**src/rtl/sifive_amba_prot_decode_slice.sv**
```systemverilog
// AXI4 address-channel slice: decodes AxPROT/AxCACHE into AMBA flags,
// flags non-secure hits on a secure window, and counts delivered denials.
module sifive_amba_prot_decode_slice #(
   parameter int ADDR_W = 32,
   parameter int ID_W   = 4
) (
   input  logic              clock,
   input  logic              reset_n,
   input  logic              s_valid,
   output logic              s_ready,
   input  logic [ADDR_W-1:0] s_addr,
   input  logic [ID_W-1:0]   s_id,
   input  logic [2:0]        s_prot,
   input  logic [3:0]        s_cache,
   input  logic [ADDR_W-1:0] sec_base,
   input  logic [ADDR_W-1:0] sec_limit,
   input  logic              cnt_clear,
   output logic              m_valid,
   input  logic              m_ready,
   output logic [ADDR_W-1:0] m_addr,
   output logic [ID_W-1:0]   m_id,
   output logic              m_fetch,
   output logic              m_secure,
   output logic              m_privileged,
   output logic              m_writealloc,
   output logic              m_readalloc,
   output logic              m_modifiable,
   output logic              m_bufferable,
   output logic              m_deny,
   output logic [15:0]       deny_count
);

   typedef struct packed {
      logic [ADDR_W-1:0] addr;
      logic [ID_W-1:0]   id;
      logic              fetch;
      logic              secure;
      logic              privileged;
      logic              writealloc;
      logic              readalloc;
      logic              modifiable;
      logic              bufferable;
      logic              deny;
   } beat_t;

   localparam logic [1:0] ST_EMPTY = 2'd0;
   localparam logic [1:0] ST_ONE   = 2'd1;
   localparam logic [1:0] ST_FULL  = 2'd2;

   logic [1:0]  state_q, state_d;
   beat_t       out_q, out_d;
   beat_t       skid_q, skid_d;
   logic [15:0] cnt_q, cnt_d;
   beat_t       in_beat;
   logic        accept;

   always_comb begin
      in_beat            = '0;
      in_beat.addr       = s_addr;
      in_beat.id         = s_id;
      in_beat.fetch      = s_prot[2];
      in_beat.secure     = ~s_prot[1];
      in_beat.privileged = s_prot[0];
      in_beat.bufferable = s_cache[0];
      in_beat.modifiable = s_cache[1];
      in_beat.readalloc  = s_cache[2];
      in_beat.writealloc = s_cache[3];
      in_beat.deny       = s_prot[1] && (sec_base <= s_addr)
                           && (s_addr <= sec_limit);
   end

   // s_ready depends only on the state register, never on m_ready
   assign s_ready = reset_n && (state_q != ST_FULL);
   assign m_valid = (state_q != ST_EMPTY);
   assign accept  = s_valid && s_ready;

   always_comb begin
      state_d = state_q;
      out_d   = out_q;
      skid_d  = skid_q;
      cnt_d   = cnt_q;
      unique case (state_q)
         ST_EMPTY: begin
            if (accept) begin
               out_d   = in_beat;
               state_d = ST_ONE;
            end
         end
         ST_ONE: begin
            if (accept && m_ready) begin
               out_d = in_beat;
            end else if (accept) begin
               skid_d  = in_beat;
               state_d = ST_FULL;
            end else if (m_ready) begin
               state_d = ST_EMPTY;
            end
         end
         ST_FULL: begin
            if (m_ready) begin
               out_d   = skid_q;
               state_d = ST_ONE;
            end
         end
         default: state_d = ST_EMPTY;
      endcase
      if (cnt_clear) begin
         cnt_d = '0;
      end else if (m_valid && m_ready && out_q.deny
                   && (cnt_q != 16'hFFFF)) begin
         cnt_d = cnt_q + 16'd1;
      end
   end

   always_ff @(posedge clock) begin
      if (!reset_n) begin
         state_q <= ST_EMPTY;
         out_q   <= '0;
         skid_q  <= '0;
         cnt_q   <= '0;
      end else begin
         state_q <= state_d;
         out_q   <= out_d;
         skid_q  <= skid_d;
         cnt_q   <= cnt_d;
      end
   end

   assign m_addr       = out_q.addr;
   assign m_id         = out_q.id;
   assign m_fetch      = out_q.fetch;
   assign m_secure     = out_q.secure;
   assign m_privileged = out_q.privileged;
   assign m_writealloc = out_q.writealloc;
   assign m_readalloc  = out_q.readalloc;
   assign m_modifiable = out_q.modifiable;
   assign m_bufferable = out_q.bufferable;
   assign m_deny       = out_q.deny;
   assign deny_count   = cnt_q;

endmodule

```
**config.mk**
```make
export PLATFORM = sky130hd
export DESIGN_NAME = sifive_amba_prot_decode_slice
export DESIGN_NICKNAME = d
export VERILOG_FILES = /design/src/rtl/sifive_amba_prot_decode_slice.sv
export SDC_FILE = /design/constraint.sdc
export NUM_CORES = 1
export LEC_CHECK = 0
export ABC_AREA = 1
export ABC_CLOCK_PERIOD_IN_PS = 2800
export CORE_UTILIZATION = 52
export DETAILED_ROUTE_END_ITERATION = 7
export PLACE_DENSITY = 0.94
export SETUP_SLACK_MARGIN = 0.4
export SLEW_MARGIN = 20
export SYNTH_ARGS = -nofsm -noshare
export SYNTH_HDL_FRONTEND = slang
export SYNTH_SLANG_ARGS = --single-unit
```
**constraint.sdc**
```tcl
create_clock -name clock -period 2.8 [get_ports clock]
set_input_delay 0.56 -clock clock [delete_from_list [all_inputs] [get_ports clock]]
set_output_delay 0.56 -clock clock [all_outputs]
set_load 0.1 [all_outputs]
```
==> results of run 1 <==
-- cells in the final DEF, fill, tap and decap left out, drive strengths merged --
cell type and count:
dfxtp 106, nand3 12, o21bai 1, a21o 2, nor4 3, buf 72, nor3b 2, nand2 176
clkinv 3, or2 2, nor2 56, a211oi 2, inv 102, nand4 6, o21ai 105, ha 65
nor3 9, clkbuf 12, a21oi 73, bufinv 2, clkdlybuf4s50 110, and3 1, o21a 5, a31oi 44
-- synth_stat cells, drive strengths merged --
| cell type | count | area [um2] |
|---|---|---|
| a211oi | 2 | 15.0 |
| ha | 65 | 813 |
| nor2 | 56 | 228 |
| o21ai | 105 | 526 |
| a21o | 2 | 15.0 |
| nor3 | 9 | 45.0 |
| o21a | 5 | 37.5 |
| a21oi | 73 | 365 |
| nor3b | 2 | 15.0 |
| a31oi | 44 | 526 |
| nand2 | 176 | 663 |
| dfxtp | 106 | 2120 |
| nand3 | 12 | 60.1 |
| and3 | 1 | 6.26 |
| buf | 18 | 154 |
| or2 | 2 | 12.5 |
| inv | 103 | 387 |
| nand4 | 6 | 37.5 |
| o21bai | 1 | 7.51 |
| clkbuf | 19 | 71.3 |
| nor4 | 3 | 18.8 |
-- per-layer routing --
metal | vias to the layer above | share of wire [%] | GRT usage (%)
li1 | 3022 | - | -
met1 | 2654 | 44 | 32.2
met2 | 187 | 48 | 42.9
met3 | 35 | 5.2 | 4.23
met4 | 0 | 2.6 | 10.6
met5 | - | 0 | 0
-- sequential cells by signal, summed over array words and instances (netlist names), 2 cells and up --
signal / flops
skid_q: 44
m_addr: 32
deny_count: 16
m_id: 4
state_q: 2
-- final timing paths --
kind	startpoint	to	slack (ps)	cells past startpoint
setup / recovery	s_addr[23]	m_deny	520	14
setup reg to reg	state_q[1]	m_addr[12]	750	10
hold / removal	deny_count[0]	deny_count[0]	460	1
hold reg to reg	deny_count[0]	deny_count[0]	460	1
-- kinds of logic after synthesis --
kind of cell,count (synthesis)
simple gates,267
compound gates,232
buf+inv,140
flops,106
fa+ha+maj,65
-- layout make-up --
cell class	count	area (um2)	area share, %
clock buffers	12	256	3.16
clock inverters	4	73.8	0.909
inverters	103	388	4.78
multi-input cells	564	3400	41.8
flip-flops and latches	106	2120	26.2
well taps	143	179	2.20
repair buffers	182	1700	21.0
-- power by group --
part | internal (mW) | leakage (nW) | total [mW] | switching (mW)
Combinational | 0.402 | 2.63 | 1.22 | 0.816
Sequential | 1.58 | 0.864 | 1.63 | 0.0449
Clock | 0.833 | 0.163 | 1.38 | 0.542
==> summary.md, run 1 <==
| Metric | Value |
|---|---|
| Finished Layout Cells | `1114` |
| Die Area | `12200 um2` |
| CTS resizes | `0` |
| Minimum clock period | `2280 ps` |
| Final nets | `1143` |
| Final Wtd Congestion | `0.884` |
| RSZ-0062 raised after global routing | `no` |
| VDD IR max | `0.000383 V` |
| Drt first-iter violations | `321` |
| Initial antenna violation count | `0` |
| Req. time, crit path | `3030 ps` |
| Most used cell, CP | `nand2_1` |
| Grt total ovfl | `0` |
| Layout cells sized above 1 | `14.5%` |
| H-tree depth | `3` |
| I/O pin cnt | `174` |
| # port buffers | `173` |
| Drc violations | `0` |
| Clock-pin transition on the worst setup and hold timing paths | `70 ps` |
| Critical-path cell list | `clkdlybuf4s50_1 > inv_1 > ha_1 > nand2_1 > nor2_1 > nand4_1 > nor2_1 > nand2_1 > nand2_1 > nand2_1 > nand3_1 > nand2_1 > nand2_1 > a21oi_1` |
| DIE WIDTH | `111 um` |
| Static Leakage | `3.65 nW` |
| PnR Total Power | `4.22 mW` |
| Slew HR | `49.6%` |
| Syn Inst Count | `810` |
| Area grow syn2layout | `32.6%` |
| CP Class | `in2reg` |
| Clock skew | `6.14 ps` |
| Slew Viols, Final | `0` |
| Adder-cell area share of the yosys netlist | `13.3%` |
| Max FO, Critical Path | `3` |
| Mux cell area share after synthesis | `0%` |
| CP arrival | `2510 ps` |
| CTS buffer count | `9` |
| Average instance area after synthesis | `7.56 um2` |
| Total negative slack | `0 ps` |
| WL final | `15.2 mm` |
| Final number of setup-violating endpoints | `0` |
| # diodes | `0` |
| Worst skew pair latency | `340 ps` |
| Pwr/cell area | `520 nW/um2` |
| Wire per inst | `13.6 um` |
| CORE AREA | `11500 um2` |
| Root Buffer | `clkbuf_16` |
| Post-synthesis compound-gate area fraction | `24.4%` |
| Post-synthesis xor/xnor area fraction | `0%` |
| Max stage delay on crit path | `510 ps` |
| GRT Util Overall | `25.5%` |
| Fin area | `8120 um2` |
| Synthesized Nets | `987` |
| Crit path max-delay cell type | `clkdlybuf4s50_1` |
| Endpoints failing hold | `0` |
| Max Cap Viol | `0` |
| Via density | `5.29` |
| Clock Path Buffers | `2` |
| Vias after detailed routing | `5898` |
| Yosys warnings | `0` |
| Synthesized area | `6120 um2` |
| Synth Register Bits | `106` |
| Placed insts | `1098` |
| Sink Count | `106` |
| Status | `finished clean` |
| Antenna-violating nets left | `0` |
| Post-CTS Hold Fix Bufs | `0` |
| Dpl ws | `101 ps` |
| Worst Tran Pin Value | `757 ps` |
| Register area share after synthesis | `34.6%` |
| FP Rows | `39` |
| Core Util, Final | `70.8%` |
| CTS tree | `done` |
| Post-CTS setup repair buffer count | `0` |
| Worst setup margin | `517 ps` |
| Vias in the first global route | `5585` |
| Chip height | `111 um` |
| Fmax | `438 MHz` |
| Fin Hold WS | `462 ps` |
| Share of the clock period used by the worst path | `81.5%` |
| Largest family of logic cells by synthesized area | `compound AO/OA/AOI/OAI gates` |
| CP Capture Type | `flop` |
| Bufs and invs on worst path | `2` |
| Largest net degree at the start of global routing | `87` |
| HP Class | `reg2reg` |
| Worst Setup Start Kind | `primary input` |
| Simple-Gate Fraction of Synth Area | `17.7%` |
| Initial core utilization | `53.4%` |
| DP HPWL | `11.5 mm` |
| Fill count | `890` |
| Area of placed instances | `7780 um2` |
| Drt pass-1 iters | `4` |
| First-pass GRT wire length | `25.7 mm` |
| Crit path max-delay family | `simple AND/OR/NAND/NOR gates` |
| Library cells used by synthesis | `30` |
Power figures use the tool's default switching activity.
==> inputs of run 2 (changes only) <==
Settings changed: ABC_CLOCK_PERIOD_IN_PS 2800 to 2200, CORE_UTILIZATION 52 to 49, PLACE_DENSITY 0.94 to 0.9.
Clock period 2.8 ns to 2.2 ns, I/O delays scaled along.
==> summary.md, run 2 (synthesis gave the netlist of run 1 again) <==
| Metric | Value |
|---|---|
| Drt pass-1 iters | `5 (+1)` |
| Sw Share | `36.2% (+2.9 points)` |
| Most frequent cells in the layout | `nand2_1 (163), buf_4 (115), dfxtp_1 (87), inv_1 (74), o21ai_1 (70)` |
| Largest register FFs | `44 (unchanged)` |
| Vias after detailed routing | `6396 (+8.4%)` |
| Chip height | `114 um (+3.0%)` |
| HP Class | `in2reg` |
| Drt first-iter violations | `455 (+42%)` |
| Endpoints failing hold | `0 (unchanged)` |
| Clock share of power | `28.8% (-3.8 points)` |
| FP Rows | `40 (+2.6%)` |
| # port buffers | `173 (unchanged)` |
| Seq pwr share | `38.1% (-0.4 points)` |
| RSZ-0062 raised after global routing | `yes` |
| Static Leakage | `4.06 nW (+11%)` |
| Grt total ovfl | `0 (unchanged)` |
| Die Area | `13000 um2 (+6.0%)` |
| VDD IR max | `0.000400 V (+4.4%)` |
| Final number of setup-violating endpoints | `0 (unchanged)` |
| CP Capture Type | `flop` |
| Crit path max-delay cell type | `clkdlybuf4s50_1` |
| Vias in the first global route | `6086 (+9.0%)` |
| Final Wtd Congestion | `0.874 (-1.2%)` |
| CTS buffer count | `9 (unchanged)` |
| Max stage delay on crit path | `460 ps (-50 ps)` |
| Clock Path Buffers | `2 (unchanged)` |
| Area grow syn2layout | `49.1%` |
| Leading cell type in the layout, fill and taps excluded | `nand2_1` |
| Minimum clock period | `1890 ps` |
| Share of the clock period used by the worst path | `85.9%` |
| Root Buffer | `clkbuf_16` |
| Combinational Power Share | `33.1% (+4.2 points)` |
| Via density | `5.36 (+1.3%)` |
| Slew Viols, Final | `0 (unchanged)` |
| Max FO, Critical Path | `2 (-1)` |
| Core Util, Final | `75.4% (+4.6 points)` |
| Post-CTS Hold Fix Bufs | `0 (unchanged)` |
| Initial antenna violation count | `0 (unchanged)` |
| I/O pin cnt | `174 (unchanged)` |
| Status | `finished clean` |
| Critical-path cell list | `clkdlybuf4s50_1 > ha_4 > nand2_1 > nor2_2 > nand2_1 > nor2_2 > nand2_1 > nand2_1 > nand3_2 > nand2_2 > nand2_1 > a21oi_1` |
| Sink Count | `106 (unchanged)` |
| CTS tree | `done` |
| Fin Hold WS | `408 ps (-53.9 ps)` |
| DIE WIDTH | `114 um (+3.0%)` |
| CP Class | `in2reg` |
| WL final | `18.5 mm (+22%)` |
| Clock skew | `6.00 ps (-0.148 ps)` |
| Wire per inst | `15.5 um (+14%)` |
| Final nets | `1196 (+4.6%)` |
| Antenna-violating nets left | `0 (unchanged)` |
| Slew HR | `47.1% (-2.4 points)` |
| CP arrival | `2160 ps (-350 ps)` |
| Net Switching | `1.97 mW (+40%)` |
| Clock-pin transition on the worst setup and hold timing paths | `70 ps (about the same)` |
| Worst Tran Pin Value | `793 ps (+36.4 ps)` |
| DP HPWL | `11.9 mm (+3.2%)` |
| Fmax | `529 MHz` |
| First-pass GRT wire length | `28.3 mm (+10%)` |
| Placed insts | `1167 (+6.3%)` |
| H-tree depth | `3 (unchanged)` |
| Max Cap Viol | `0 (unchanged)` |
| Biggest register | `skid_q` |
| Initial core utilization | `50.6% (-2.8 points)` |
| Worst skew pair latency | `350 ps (about the same)` |
| Pint | `3.47 mW (+23%)` |
| Layout cells sized above 1 | `33.1% (+19 points)` |
| Largest net degree at the start of global routing | `87 (unchanged)` |
| Most used cell, CP | `nand2_1` |
| CORE AREA | `12100 um2 (+5.6%)` |
| GRT Util Overall | `27.5% (+2.1 points)` |
| Pwr/cell area | `595 nW/um2 (+14%)` |
| Finished Layout Cells | `1193 (+7.1%)` |
| Drc violations | `0 (unchanged)` |
| Req. time, crit path | `2470 ps (-560 ps)` |
| Worst Setup Start Kind | `primary input` |
| Total negative slack | `0 ps (unchanged)` |
-- run 2: cell count changes in the layout (fill, tap and decap cells not counted), sizes merged --
cell,previous run,this run
clkdlybuf4s50,110,34
dlygate4sd2,0,53
buf,72,123
clkbuf,12,22
clkdlybuf4s15,0,8
dlymetal6s2s,0,6
bufinv,2,0
clkinv,3,4
clkinvlp,0,1
diode,0,1
inv,102,103
-- run 2: power by group through the flow --
stage                     Sequential, mW  Clock [mW]  Combinational [mW]
after floorplan                     2.65           0               0.548
after global placement              2.11           0                1.58
after detailed placement            2.11           0                1.61
after CTS                           2.07        1.57                1.70
after global routing                2.08        1.66                1.91
final                               2.07        1.57                1.80
-- run 2: critical path: cells and delay by family --
family,cells,cell delay (ps)
AOI/OAI and AO/OA,1,130
adders and majority gates,1,300
buffers and inverters,1,460
and+or+nand+nor,9,820
-- run 2: cell type report --
type	instances	area [um2]
timing repair buffer	235	2080
tap	168	210
sequential	106	2150
fill	888	2980
antenna	1	2.50
clock buffer	11	254
multi-input combinational	564	4010
inverter	103	397
clock inverter	5	27.5
-- run 2: worst paths after layout --
kind | from | to | slack [ps] | depth (start not counted)
max reg2reg | deny_count[0] | deny_count[3] | 470 | 9
min reg2reg | deny_count[0] | deny_count[0] | 460 | 1
max | sec_base[31] | m_deny | 310 | 12
min | reset_n | m_writealloc | 410 | 3
-- run 2: stage by stage --
| step | power [mW] | setup WS [ps] | cell area, um2 |
|---|---|---|---|
| after floorplan | 3.20 | 233 | 6260 |
| after global placement | 3.69 | -348 | 8240 |
| after detailed placement | 3.72 | -452 | 8240 |
| after CTS | 5.34 | 373 | 8890 |
| after global routing | 5.65 | 249 | 9130 |
| final | 5.43 | 311 | 9130 |
-- run 2: metal layers --
metal  vias up  global-route usage (%)  share of wire, %  wire, um
met3        45                    5.47               6.7      1240
met2       272                    48.6                49      9040
li1       3137                       -                 -         -
met1      2942                    32.6                42      7740
met4         0                    11.3               2.8       513
met5         -                       0                 0         0
-- run 2: timing repair --
| item | in CTS | in global routing |
|---|---|---|
| resized for setup | 167 | 55 |
| cloned | 1 | 3 |
| endpoints found under the setup margin | 5 | 49 |
| setup buffers | 1 | 4 |
| pin swaps | 75 | 23 |
==> inputs of run 3 (changes only) <==
Settings changed: GPL_TIMING_DRIVEN from default to 0.
==> summary.md, run 3 (synthesis gave the netlist of run 1 again) <==
| Metric | Value |
|---|---|
| Wire per inst | `16.2 um (+4.2%)` |
| CORE AREA | `12100 um2 (unchanged)` |
| Worst skew pair latency | `340 ps (about the same)` |
| Max Cap Viol | `0 (unchanged)` |
| WL final | `19.0 mm (+2.6%)` |
| Net Switching | `1.99 mW (+1.4%)` |
| CP Capture Type | `primary output` |
| Seq pwr share | `37.0% (-1.1 points)` |
| # port buffers | `173 (unchanged)` |
| Die Area | `13000 um2 (unchanged)` |
| Vias in the first global route | `6093 (+0.12%)` |
| Root Buffer | `clkbuf_16` |
| Reg-to-reg slack, setup | `510 ps (+40 ps)` |
| Pwr/cell area | `611 nW/um2 (+2.7%)` |
| Vias after detailed routing | `6419 (+0.36%)` |
| Depth of the most critical reg-to-reg path | `12 (+3)` |
| Worst setup margin | `455 ps (+145 ps)` |
| Placed insts | `1151 (-1.4%)` |
| Combinational Power Share | `31.4% (-1.7 points)` |
| Sink Count | `106 (unchanged)` |
| Layout cells sized above 1 | `33.2% (+0.062 points)` |
| Drt first-iter violations | `449 (-1.3%)` |
| First-pass GRT wire length | `28.7 mm (+1.4%)` |
| Largest register FFs | `44 (unchanged)` |
| Area taken by multi-input logic gates | `4100 um2 (+2.3%)` |
| Req. time, crit path | `1760 ps (-710 ps)` |
| Chip height | `114 um (unchanged)` |
| Sequential Area | `2150 um2 (unchanged)` |
| I/O pin cnt | `174 (unchanged)` |
| CTS tree | `done` |
| Total negative slack | `0 ps (unchanged)` |
| Via density | `5.46 (+1.9%)` |
| Max stage delay on crit path | `570 ps (+110 ps)` |
| Initial antenna violation count | `4 (+4)` |
| Crit path max-delay family | `buffers and inverters` |
| Clock share of power | `31.6% (+2.8 points)` |
| CP Class | `reg2out` |
| VDD IR max | `0.000420 V (+4.8%)` |
| Worst path depth | `1 (-11)` |
| Drt pass-1 iters | `5 (unchanged)` |
| Dpl ws | `-713 ps (-260 ps)` |
| Share of the clock period used by the worst path | `79.3% (-6.6 points)` |
| Initial core utilization | `50.6% (unchanged)` |
| Final nets | `1176 (-1.7%)` |
| Status | `finished clean` |
| Sw Share | `35.7% (-0.51 points)` |
| Drc violations | `0 (unchanged)` |
| PnR Total Power | `5.59 mW (+2.9%)` |
| Fmax | `573 MHz (+8.3%)` |
| Leading cell type in the layout, fill and taps excluded | `nand2_1` |
| Final Wtd Congestion | `0.878 (+0.52%)` |
| GRT Util Overall | `28.2% (+0.66 points)` |
| Clock-pin transition on the worst setup and hold timing paths | `80 ps (about the same)` |
| Worst Tran Pin Value | `585 ps (-208 ps)` |
| Finished Layout Cells | `1175 (-1.5%)` |
| Area grow syn2layout | `49.4%` |
| Largest net degree at the start of global routing | `19 (-78%)` |
| Fill count | `874 (-1.6%)` |
| DP HPWL | `13.5 mm (+14%)` |
| Pint | `3.59 mW (+3.7%)` |
| HP Class | `in2reg` |
| Max FO, Critical Path | `6 (+4)` |
| Biggest register | `skid_q` |
| RSZ-0062 raised after global routing | `yes` |
| Static Leakage | `3.88 nW (-4.6%)` |
| Grt total ovfl | `0 (unchanged)` |
| Worst Setup Start Kind | `flop` |
| H-tree depth | `3 (unchanged)` |
| Slew HR | `61.2% (+14 points)` |
| CP arrival | `1300 ps (-860 ps)` |
| Antenna-violating nets left | `0 (unchanged)` |
| FP Rows | `40 (unchanged)` |
| Crit path max-delay cell type | `clkdlybuf4s15_2` |
| Critical-path cell list | `clkdlybuf4s15_2` |
| Slew Viols, Final | `0 (unchanged)` |
| Clock skew | `10.5 ps (+4.55 ps)` |
| Endpoints failing hold | `0 (unchanged)` |
| CTS buffer count | `9 (unchanged)` |
| Hold depth | `3 (unchanged)` |
| Clock Path Buffers | `2 (unchanged)` |
| Minimum clock period | `1740 ps (-145 ps)` |
| Bufs and invs on worst path | `1 (unchanged)` |
| Final number of setup-violating endpoints | `0 (unchanged)` |
| DIE WIDTH | `114 um (unchanged)` |
| Most frequent cells in the layout | `nand2_1 (159), dfxtp_1 (87), inv_1 (69), o21ai_1 (69), clkdlybuf4s15_2 (64)` |
## run 3: cell types whose count changed in the layout (fill, tap and decap cells not counted), moves of 5 or more
cell | previous run | this run
buf_4 | 115 | 13
clkdlybuf4s15_2 | 1 | 64
clkbuf_1 | 1 | 19
clkdlybuf4s50_1 | 34 | 17
buf_2 | 2 | 10
dlymetal6s2s_1 | 6 | 14
buf_8 | 0 | 6
clkbuf_2 | 8 | 14
dlygate4sd2_1 | 53 | 47
ha_1 | 35 | 29
inv_2 | 27 | 33
inv_1 | 74 | 69
## run 3: power by group through the flow
stage	clock network (mW)	logic, mW	registers [mW]
after floorplan	0	0.548	2.65
after global placement	0	1.59	2.11
after detailed placement	0	1.62	2.11
after CTS	1.78	1.67	2.07
after global routing	1.85	1.85	2.08
final	1.77	1.75	2.07
## run 3: worst min-delay path, stage by stage
cell	delay [ps]
clkbuf_2	120
inv_1	80
a21oi_1	60
## run 3: stage by stage
stage	instance area (um2)	hold WS [ps]	utilization [%]
5_1_grt	9150	409	75.5
2_1_floorplan	6260	455	-
4_1_cts	8980	414	74.1
6_report	9150	402	75.5
3_5_place_dp	8200	445	67.7
3_3_place_gp	8200	439	67.7
## run 3: final timing paths
path | end | from
worst max-delay path | deny_count[10] | deny_count[10]
worst min-delay path | skid_q[21] | s_addr[9]
worst max register to register | m_addr[28] | state_q[1]
worst min register to register | deny_count[13] | deny_count[13]
## run 3: what timing repair did
| item | in CTS | in global routing |
|---|---|---|
| hold buffers | 0 | 0 |
| setup buffers | 3 | 2 |
| gates resized for setup | 402 | 82 |
| hold endpoints to repair | 0 | 0 |
| endpoints found under the setup margin | 152 | 77 |
| pin swaps | 88 | 49 |
## run 3: routing by layer
metal / wire length (um) / track usage [%]
met1: 7850 / 33.5
met2: 9440 / 50.7
met3: 1220 / 4.73
met4: 496 / 10.8
met5: 16 / 0
## run 3: layout make-up
cell class,instances,share of cell area [%]
Multi-Input combinational cell,564,44.8
Sequential cell,106,23.5
Timing Repair Buffer,178,18.8
Inverter,103,4.25
Buffer,37,2.75
Clock buffer,9,2.46
Tap cell,168,2.30
Clock inverter,7,1.09
Antenna cell,3,0.0821
